## config.mk

```make
export PLATFORM = sky130hd
export DESIGN_NAME = video_cmd_queue
export DESIGN_NICKNAME = d
export VERILOG_FILES = /design/src/rtl/video_cmd_queue.sv
export SDC_FILE = /design/constraint.sdc
export NUM_CORES = 1
export LEC_CHECK = 0
export CAP_MARGIN = 30
export CORE_UTILIZATION = 40
export DETAILED_ROUTE_END_ITERATION = 10
export PLACE_DENSITY = 0.62
export SYNTH_ARGS = -nofsm -noshare
export SYNTH_HDL_FRONTEND = slang
export SYNTH_SLANG_ARGS = --single-unit
```

## constraint.sdc

```tcl
create_clock -name aclk -period 8.7 [get_ports aclk]
set_input_delay 0.87 -clock aclk [delete_from_list [all_inputs] [get_ports aclk]]
set_output_delay 0.87 -clock aclk [all_outputs]
set_load 0.05 [all_outputs]
```

## src/rtl/video_cmd_queue.sv

```systemverilog
// Register-programmed multi-channel 64-bit command queues feeding the data movers.
// Commands are assembled from LO/HI register writes, buffered FWFT, and tracked with done counters and an IRQ.
module video_cmd_queue #(
  parameter int N_CH      = 2,
  parameter int DEPTH     = 3,
  parameter int CMD_WIDTH = 64
) (
  input  logic                      aclk,
  input  logic                      rst,
  input  logic                      reg_en,
  input  logic [3:0]                reg_we,
  input  logic [11:0]               reg_addr,
  input  logic [31:0]               reg_wdata,
  output logic [31:0]               reg_rdata,
  output logic [N_CH*CMD_WIDTH-1:0] cmd_data,
  output logic [N_CH-1:0]           cmd_valid,
  input  logic [N_CH-1:0]           cmd_ready,
  input  logic [N_CH-1:0]           cmd_done,
  output logic                      irq
);

  localparam int ENTRIES = 1 << DEPTH;
  localparam int CW      = DEPTH + 1;

  logic [CMD_WIDTH-1:0] mem_q [N_CH][ENTRIES];
  logic [DEPTH-1:0]     wptr_q [N_CH];
  logic [DEPTH-1:0]     wptr_d [N_CH];
  logic [DEPTH-1:0]     rptr_q [N_CH];
  logic [DEPTH-1:0]     rptr_d [N_CH];
  logic [CW-1:0]        count_q [N_CH];
  logic [CW-1:0]        count_d [N_CH];
  logic [31:0]          lo_q [N_CH];
  logic [31:0]          lo_d [N_CH];
  logic [15:0]          done_cnt_q [N_CH];
  logic [15:0]          done_cnt_d [N_CH];
  logic [N_CH-1:0]      lo_pend_q, lo_pend_d, ovf_q, ovf_d, seq_err_q, seq_err_d;
  logic [N_CH-1:0]      irq_en_q, irq_en_d, irq_st_q, irq_st_d;
  logic [N_CH-1:0]      wr_lo, wr_hi, wr_st, wr_dc, push_ok, pop, full, empty;
  logic                 irq_q, irq_d;
  logic [31:0]          rdata_q, rdata_d, read_val;
  logic                 wr_en;
  logic [1:0]           off;

  // Byte-lane-partial writes are treated as no access at all.
  assign wr_en = reg_en && (reg_we == 4'hF);
  assign off   = reg_addr[3:2];

  always_comb begin
    wr_lo = '0;
    wr_hi = '0;
    wr_st = '0;
    wr_dc = '0;
    for (int c = 0; c < N_CH; c++) begin
      if (wr_en && (reg_addr[11:4] == 8'(c))) begin
        case (off)
          2'd0:    wr_lo[c] = 1'b1;
          2'd1:    wr_hi[c] = 1'b1;
          2'd2:    wr_st[c] = 1'b1;
          default: wr_dc[c] = 1'b1;
        endcase
      end
    end
  end

  always_comb begin
    lo_pend_d = lo_pend_q;
    ovf_d     = ovf_q;
    seq_err_d = seq_err_q;
    push_ok   = '0;
    pop       = '0;
    full      = '0;
    empty     = '0;
    for (int c = 0; c < N_CH; c++) begin
      wptr_d[c]     = wptr_q[c];
      rptr_d[c]     = rptr_q[c];
      count_d[c]    = count_q[c];
      lo_d[c]       = lo_q[c];
      done_cnt_d[c] = done_cnt_q[c];

      empty[c]   = (count_q[c] == '0);
      full[c]    = (count_q[c] == CW'(ENTRIES));
      pop[c]     = !empty[c] && cmd_ready[c];
      // A full queue still accepts when its head leaves in the same cycle.
      push_ok[c] = wr_hi[c] && lo_pend_q[c] && (!full[c] || pop[c]);

      if (wr_lo[c]) begin
        lo_d[c]      = reg_wdata;
        lo_pend_d[c] = 1'b1;
      end
      if (wr_hi[c]) begin
        lo_pend_d[c] = 1'b0;
        if (!lo_pend_q[c])    seq_err_d[c] = 1'b1;
        else if (!push_ok[c]) ovf_d[c]     = 1'b1;
      end
      if (wr_st[c] && reg_wdata[18]) ovf_d[c]     = 1'b0;
      if (wr_st[c] && reg_wdata[20]) seq_err_d[c] = 1'b0;

      if (wr_st[c] && reg_wdata[31]) begin
        wptr_d[c]    = '0;
        rptr_d[c]    = '0;
        count_d[c]   = '0;
        lo_pend_d[c] = 1'b0;
      end else begin
        if (push_ok[c]) wptr_d[c] = wptr_q[c] + DEPTH'(1);
        if (pop[c])     rptr_d[c] = rptr_q[c] + DEPTH'(1);
        if (push_ok[c] && !pop[c])      count_d[c] = count_q[c] + CW'(1);
        else if (!push_ok[c] && pop[c]) count_d[c] = count_q[c] - CW'(1);
      end

      // A clear coinciding with a completion leaves a count of one.
      if (wr_dc[c])
        done_cnt_d[c] = {15'd0, cmd_done[c]};
      else if (cmd_done[c] && (done_cnt_q[c] != 16'hFFFF))
        done_cnt_d[c] = done_cnt_q[c] + 16'd1;
    end

    irq_en_d = irq_en_q;
    if (wr_en && (reg_addr == 12'h100)) irq_en_d = reg_wdata[N_CH-1:0];
    irq_st_d = irq_st_q;
    if (wr_en && (reg_addr == 12'h104)) irq_st_d = irq_st_q & ~reg_wdata[N_CH-1:0];
    irq_st_d = irq_st_d | cmd_done;
    irq_d    = |(irq_st_q & irq_en_q);

    rdata_d = reg_en ? read_val : rdata_q;
  end

  always_comb begin
    read_val = '0;
    if (reg_addr == 12'h100)      read_val = 32'(irq_en_q);
    else if (reg_addr == 12'h104) read_val = 32'(irq_st_q);
    else begin
      for (int c = 0; c < N_CH; c++) begin
        if (reg_addr[11:4] == 8'(c)) begin
          if (off == 2'd2)
            read_val = {11'd0, seq_err_q[c], lo_pend_q[c], ovf_q[c], empty[c], full[c],
                        16'(count_q[c])};
          else if (off == 2'd3)
            read_val = {16'd0, done_cnt_q[c]};
        end
      end
    end
  end

  always_ff @(posedge aclk) begin
    if (rst) begin
      lo_pend_q <= '0;
      ovf_q     <= '0;
      seq_err_q <= '0;
      irq_en_q  <= '0;
      irq_st_q  <= '0;
      irq_q     <= 1'b0;
      rdata_q   <= '0;
      for (int c = 0; c < N_CH; c++) begin
        wptr_q[c]     <= '0;
        rptr_q[c]     <= '0;
        count_q[c]    <= '0;
        lo_q[c]       <= '0;
        done_cnt_q[c] <= '0;
      end
    end else begin
      lo_pend_q <= lo_pend_d;
      ovf_q     <= ovf_d;
      seq_err_q <= seq_err_d;
      irq_en_q  <= irq_en_d;
      irq_st_q  <= irq_st_d;
      irq_q     <= irq_d;
      rdata_q   <= rdata_d;
      for (int c = 0; c < N_CH; c++) begin
        wptr_q[c]     <= wptr_d[c];
        rptr_q[c]     <= rptr_d[c];
        count_q[c]    <= count_d[c];
        lo_q[c]       <= lo_d[c];
        done_cnt_q[c] <= done_cnt_d[c];
      end
    end
  end

  always_ff @(posedge aclk) begin
    for (int c = 0; c < N_CH; c++) begin
      if (!rst && push_ok[c]) mem_q[c][wptr_q[c]] <= {reg_wdata, lo_q[c]};
    end
  end

  // Head data is forced to zero while empty so stale entries never leak out.
  always_comb begin
    for (int c = 0; c < N_CH; c++) begin
      cmd_data[c*CMD_WIDTH +: CMD_WIDTH] = empty[c] ? '0 : mem_q[c][rptr_q[c]];
    end
  end

  assign cmd_valid = ~empty;
  assign irq       = irq_q;
  assign reg_rdata = rdata_q;

endmodule

```

# Yosys cells after proc, flatten, opt, wreduce, memory -nomap -nowiden
# Memories as Yosys holds them, arrays and structs flattened.
# Cells that the tools add are included.
word_totals:
  reg_bits: 43
  ramBits: 1140
  input_bits: 55
  elab_cells: 194
  memories: 6
classes:
  add_sub_neg: 10
  order_cmp: 6
  eq_ne: 11
  n_mux: 73
  n_bitwise: 23
  n_reduce_logical: 55
memory_table:
  columns: ["memory", "words", "word_bits", "rd", "rd_ports_with_merged_regs", "write_ports", "line_no", "text"]
  rows:
  - ["mem_q", 2, 512, 2, 0, 1, "25", "logic [CMD_WIDTH-1:0] mem_q [N_CH][ENTRIES];"]
  - ["lo_q", 2, 32, 2, 0, 2, "32", "logic [31:0] lo_q [N_CH];"]
  - ["done_cnt_q", 2, 16, 2, 0, 2, "34", "logic [15:0] done_cnt_q [N_CH];"]
  - ["count_q", 2, 4, 2, 0, 2, "30", "logic [CW-1:0] count_q [N_CH];"]
  - ["rptr_q", 2, 3, 2, 0, 2, "28", "logic [DEPTH-1:0] rptr_q [N_CH];"]
  - ["wptr_q", 2, 3, 2, 0, 2, "26", "logic [DEPTH-1:0] wptr_q [N_CH];"]
op_table:
  columns: ["operator", "count"]
  rows:
  - ["$mux W512", 4]
  - ["$mux W64", 8]
  - ["$reduce_or A512 Y1", 1]
  - ["$bmux W64 S3", 2]
  - ["$demux W64 S3", 2]
  - ["$mux W32", 9]
  - ["$mux W16", 7]
  - ["$mux W21", 2]
  - ["$mux W3", 12]
  - ["$add A16 B1 Y16 const B", 2]
  - ["$mux W4", 8]
  - ["$ne A16 B16 Y1 const B", 2]
  - ["$logic_and A1 B1 Y1", 27]
  - ["$eq A12 B9 Y1 const B", 2]
  - ["$mux W1", 18]
  - ["$ge A4 B4 Y1 const B", 4]
  - ["$not A3 Y4", 4]
  - ["$add A3 B1 Y3 const B", 4]
  - ["$eq A4 B4 Y1 const B", 3]
  - ["$or A1 B1 Y1", 10]
  - ["$reduce_or A2 Y1", 5]
  - ["$logic_not A1 Y1", 9]
  - ["$reduce_or A3 Y1", 3]
  - ["$add A4 B1 Y4 const B", 2]
  - ["16 further kinds", 28]

# Logic depth before layout (Yosys ltp)
logic_depth:
  word_depth: 12
  depth_mapped: 13
  ltp_nobuf: 12

# Worst setup path after synthesis
# No wires, ideal clock.
synth_path:
  kind: "input -> register"
  start: "input reg_addr[4]"
  end: "memory mem_q[0][320] in the netlist's numbering, enable pin"
  t_arrival_ps: 8680
  t_required_ps: 8033
  slack_ps: -647
  path_stages: 4
  path_buffers: 1
  cell_sequence: "or4_1 > buf_2 > nor4_4 > nor4b_1"
synth_via:
  word_cells_on_any_way: 19
  cone_classes: "1 x eq/ne; 8 x mux; 10 x reduce/logical"
synth_lines:
  columns: ["element", "line_no", "text"]
  rows:
  - ["from (decl)", "12", "input logic [11:0] reg_addr,"]
  - ["$logic_not A8 Y1", "54", "if (wr_en && (reg_addr[11:4] == 8'(c))) begin"]
  - ["$logic_and A1 B1 Y1", "54", null]
  - ["$mux W1", "54", null]
  - ["$logic_and A1 B1 Y1 (2 in series)", "84", "push_ok[c] = wr_hi[c] && lo_pend_q[c] && (!full[c] || pop[c]);"]
  - ["named net push_ok[0]", "38", "logic [N_CH-1:0] wr_lo, wr_hi, wr_st, wr_dc, push_ok, pop, full, empty;"]
  - ["$logic_and A1 B1 Y1", "180", "if (!rst && push_ok[c]) mem_q[c][wptr_q[c]] <= {reg_wdata, lo_q[c]};"]
  - ["$mux W1", "180", null]
  - ["$mux W512 (not written as such)", "180", null]
  - ["$mux W512 (no line)", null, null]
  - ["to (decl)", "25", null]
# The timed path passes the listed nets, and every way through them passes these cells.

==> summary.txt <==
Status
  • Outcome: finished clean

Placed design
  • Pre-CTS WS: 3310 ps
  • Placed cell area: slightly below 0.05 mm²
  • Post-DP HPWL: between 60000 and 70000 µm
  • Port-buffer cells: about 200
  • Final GP Congestion: a little under 0.9

Worst setup path
  • Crit path max fanout: 34
  • R2R depth: 6
  • Crit Path Class: reg -> out
  • Reg-to-Reg End: mem_q[0][733]
  • CP arrival: 4580 ps
  • Crit path capture type: output port
  • Type of origin of the critical path: flip-flop
  • Reg2Reg Setup Slack: just under 5000 ps
  • WP data required: roughly 7800 ps
  • Worst reg2reg path startpoint: count_q[0][4]

Final layout
  • Most frequent cells in the layout: edfxtp_1, mux4_2, clkdlybuf4s50_1
  • Storage cell area: around 0.034 mm²
  • Area Overhead vs Synth: 17.8%
  • Fin nets: about 2700
  • Multi-input gate area: approximately 0.011 mm²
  • Fillers: a little over 9000
  • Commonest non-fill, non-tap cell in the layout: edfxtp_1
  • Post-layout util: 0.476
  • Design area: around 0.054 mm²
  • Layout cell share with drive strength beyond 1: 0.210

Power
  • Combinational Power Share: 0.162
  • P_int: between 9000 and 10000 µW
  • Clk pwr share: 0.379
  • Sequential fraction of design power: 0.459
  • Maximum vdd drop: around 0.00021 V
  • Total Power: between 10000 and 15000 µW
  • Sw Pwr: approximately 3500 µW
  • Power Dens Cells: between 200 and 300 mW/mm²
  • LEAKAGE: around 0.017 µW
  • Switching Share: 0.264

Logic synthesis
  • Yosys top cell area share: 0.677
  • Synth cell types: just over 60
  • Area share of fa/ha/maj cells after synthesis: 0.00419
  • Async SR Flop Fraction: 0
  • Simple-Gate Fraction of Synth Area: 0.0502
  • Fraction of the mapped netlist area in compound gates: 0.0250
  • Top cells by area, synth: edfxtp_1, mux4_2, dfxtp_1
  • Seq/Total Area, Yosys: 0.742
  • Synthesized instance count: between 2000 and 2500
  • Synthesized area: ~0.045 mm²
  • Post-Synth XOR/XNOR Area: 0.00520
  • Cell taking the most area after synthesis: edfxtp_1
  • Syn Area/Cell: 18.7 µm²
  • Synthesized flop and latch total: around 1200
  • Largest family of logic cells by synthesized area: multiplexers
  • Portion of netlist area occupied by mux cells: 0.158
  • Syn. warnings: 0
  • Synth Flop Type: edfxtp_1
  • Post-synth EDFFs: between 1000 and 1500

Worst hold path
  • Hold WC Path Type: reg -> reg
  • Worst hold start: reg_rdata[2]
  • Hold Path Stages: 2
  • Hold Path End: reg_rdata[2]

GRT
  • First-pass GRT wire length: roughly 160000 µm
  • Largest net degree at the start of global routing: 93
  • Global-route usage over all layers: 0.187
  • Number of global-route vias before repair: roughly 24000
  • Antenna violations before repair: 12
  • Total grt overflow: 0

Routing
  • Antenna viol nets, final: 0
  • Iteration-0 DRC Markers: ~2000
  • Detailed-route via count: approximately 24000
  • Routed WL: 107000 µm
  • Via density: ~5.5
  • DRC viols: 0
  • Wire per inst: 25.1 µm
  • First-pass detailed-route iteration total: 6

Die
  • Core area: 0.112 mm²
  • Rows: 123
  • Die height: about 340 µm
  • Initial Utilization: 0.404
  • Ports: between 200 and 250
  • DIE WIDTH: between 300 and 400 µm
  • Die area: ~0.11 mm²

Clock tree
  • Cts repair resizes: 0
  • Root Buffer: clkbuf_16
  • Max clock buf depth: 3
  • Htree depth: 3
  • CTS tree: built
  • Num CTS Buffers: 115
  • Later-pin clock latency in the skew report: 700 ps
  • Sink Count: 1172
  • Post-CTS Setup Inserts: 0
  • Hold-fix buffers, CTS: 0
  • Clock-pin transition on the worst setup and hold timing paths: around 60 ps

STA
  • Minimum clock period: 5450 ps
  • Pins Over Slew Limit: 0
  • Fmax: 183 MHz
  • Least-Margin Pin Slew: between 900 and 1000 ps
  • Fin crit share: 0.627
  • Unrepaired setup endpoints after global routing: no
  • Layout Skew: 27.3 ps
  • Final Hold Viols: 0
  • Slew HR: 0.334
  • Final setup TNS: 0 ps
  • Final-report setup violation count: 0
  • PnR worst setup slack: approximately 3200 ps

Flow run
  • Max Cap Viol: 0
cell families after synthesis:
group / after synthesis
XOR/XNOR: 27
buffers and inverters: 153
flip-flops: 1172
AO/OA/AOI/OAI: 176
AND/OR/NAND/NOR: 489
other: 1
multiplexers: 397
adder cells (fa/ha/maj): 14
metal layers:
metal	track usage	vias up	routed length, µm
met5	0	-	83
met4	0.0464	12	1940
li1	-	10100	-
met1	0.259	12400	45700
met2	0.303	805	51800
met3	0.0360	139	7790
power groups by stage:
| stage | combinational [µW] | clock, µW | sequential, µW |
|---|---|---|---|
| finish | 2180 | 5090 | 6170 |
| global route | 2290 | 5390 | 6170 |
| CTS | 2210 | 5180 | 6170 |
| detailed placement | 2210 | 0 | 6290 |
| global placement | 2180 | 0 | 6290 |
| floorplan | 1520 | 0 | 6210 |
layout make-up:
type                    count  share of cell area
inverters                  13            0.000912
diodes                      2           0.0000935
repair buffers            263              0.0506
flip-flops and latches   1172               0.630
clock inverters            41             0.00905
well taps                1500              0.0351
multi-input cells        1114               0.209
clock buffers             175              0.0647
state kept, by name, indices dropped and copies added (netlist names):
name / count
seq_err_q: 2
ovf_q: 2
mem_q: 1024
count_q: 8
irq: 1
wptr_q: 6
rptr_q: 6
lo_q: 64
reg_rdata: 21
done_cnt_q: 32
irq_st_q: 2
lo_pend_q: 2
irq_en_q: 2
per-stage QoR:
step | std cells | hold WS, ps
global route | 4279 | 507
finish | 4280 | 475
detailed placement | 4058 | 458
global placement | 4043 | 455
floorplan | 2439 | 457
CTS | 4274 | 482
worst max path at each step:
stage | from | endpoint | slack, ps | cells after the start
floorplan | reg_addr[4] | mem_q[0][256] | 1340 | 4
global placement | reg_addr[2] | mem_q[0][1000] | 3250 | 7
detailed placement | reg_addr[2] | mem_q[0][744] | 3310 | 7
CTS | rptr_q[0][3] | cmd_data[116] | 3080 | 6
global route | rptr_q[0][3] | cmd_data[116] | 2920 | 6
finish | rptr_q[0][3] | cmd_data[116] | 3250 | 6
critical path, cell delays in order (launching register included):
cell             delay (ps)
dfxtp_4                 740
buf_4                   700
buf_4                   630
mux4_2                  580
mux2i_1                 240
nor2_1                  140
clkdlybuf4s50_1         780
synth_stat cells (5+ instances only):
master,n
a21oi_1,64
a21oi_2,30
a22oi_1,17
a311oi_1,5
and2_1,5
and3_1,8
and4_1,6
buf_1,41
buf_2,19
buf_4,15
clkbuf_1,61
dfxtp_1,148
edfxtp_1,1024
ha_1,12
inv_1,13
mux2i_1,141
mux4_2,256
nand2_1,155
nand2_2,20
nand2b_1,8
nand3_1,20
nand3b_1,5
nand4_1,9
nor2_1,190
nor3_1,16
nor3b_1,6
nor4_1,9
o21ai_0,30
o22ai_1,5
or3_1,9
xnor2_1,17
xor2_1,10
Note: power is estimated with default switching activity, not from simulation.
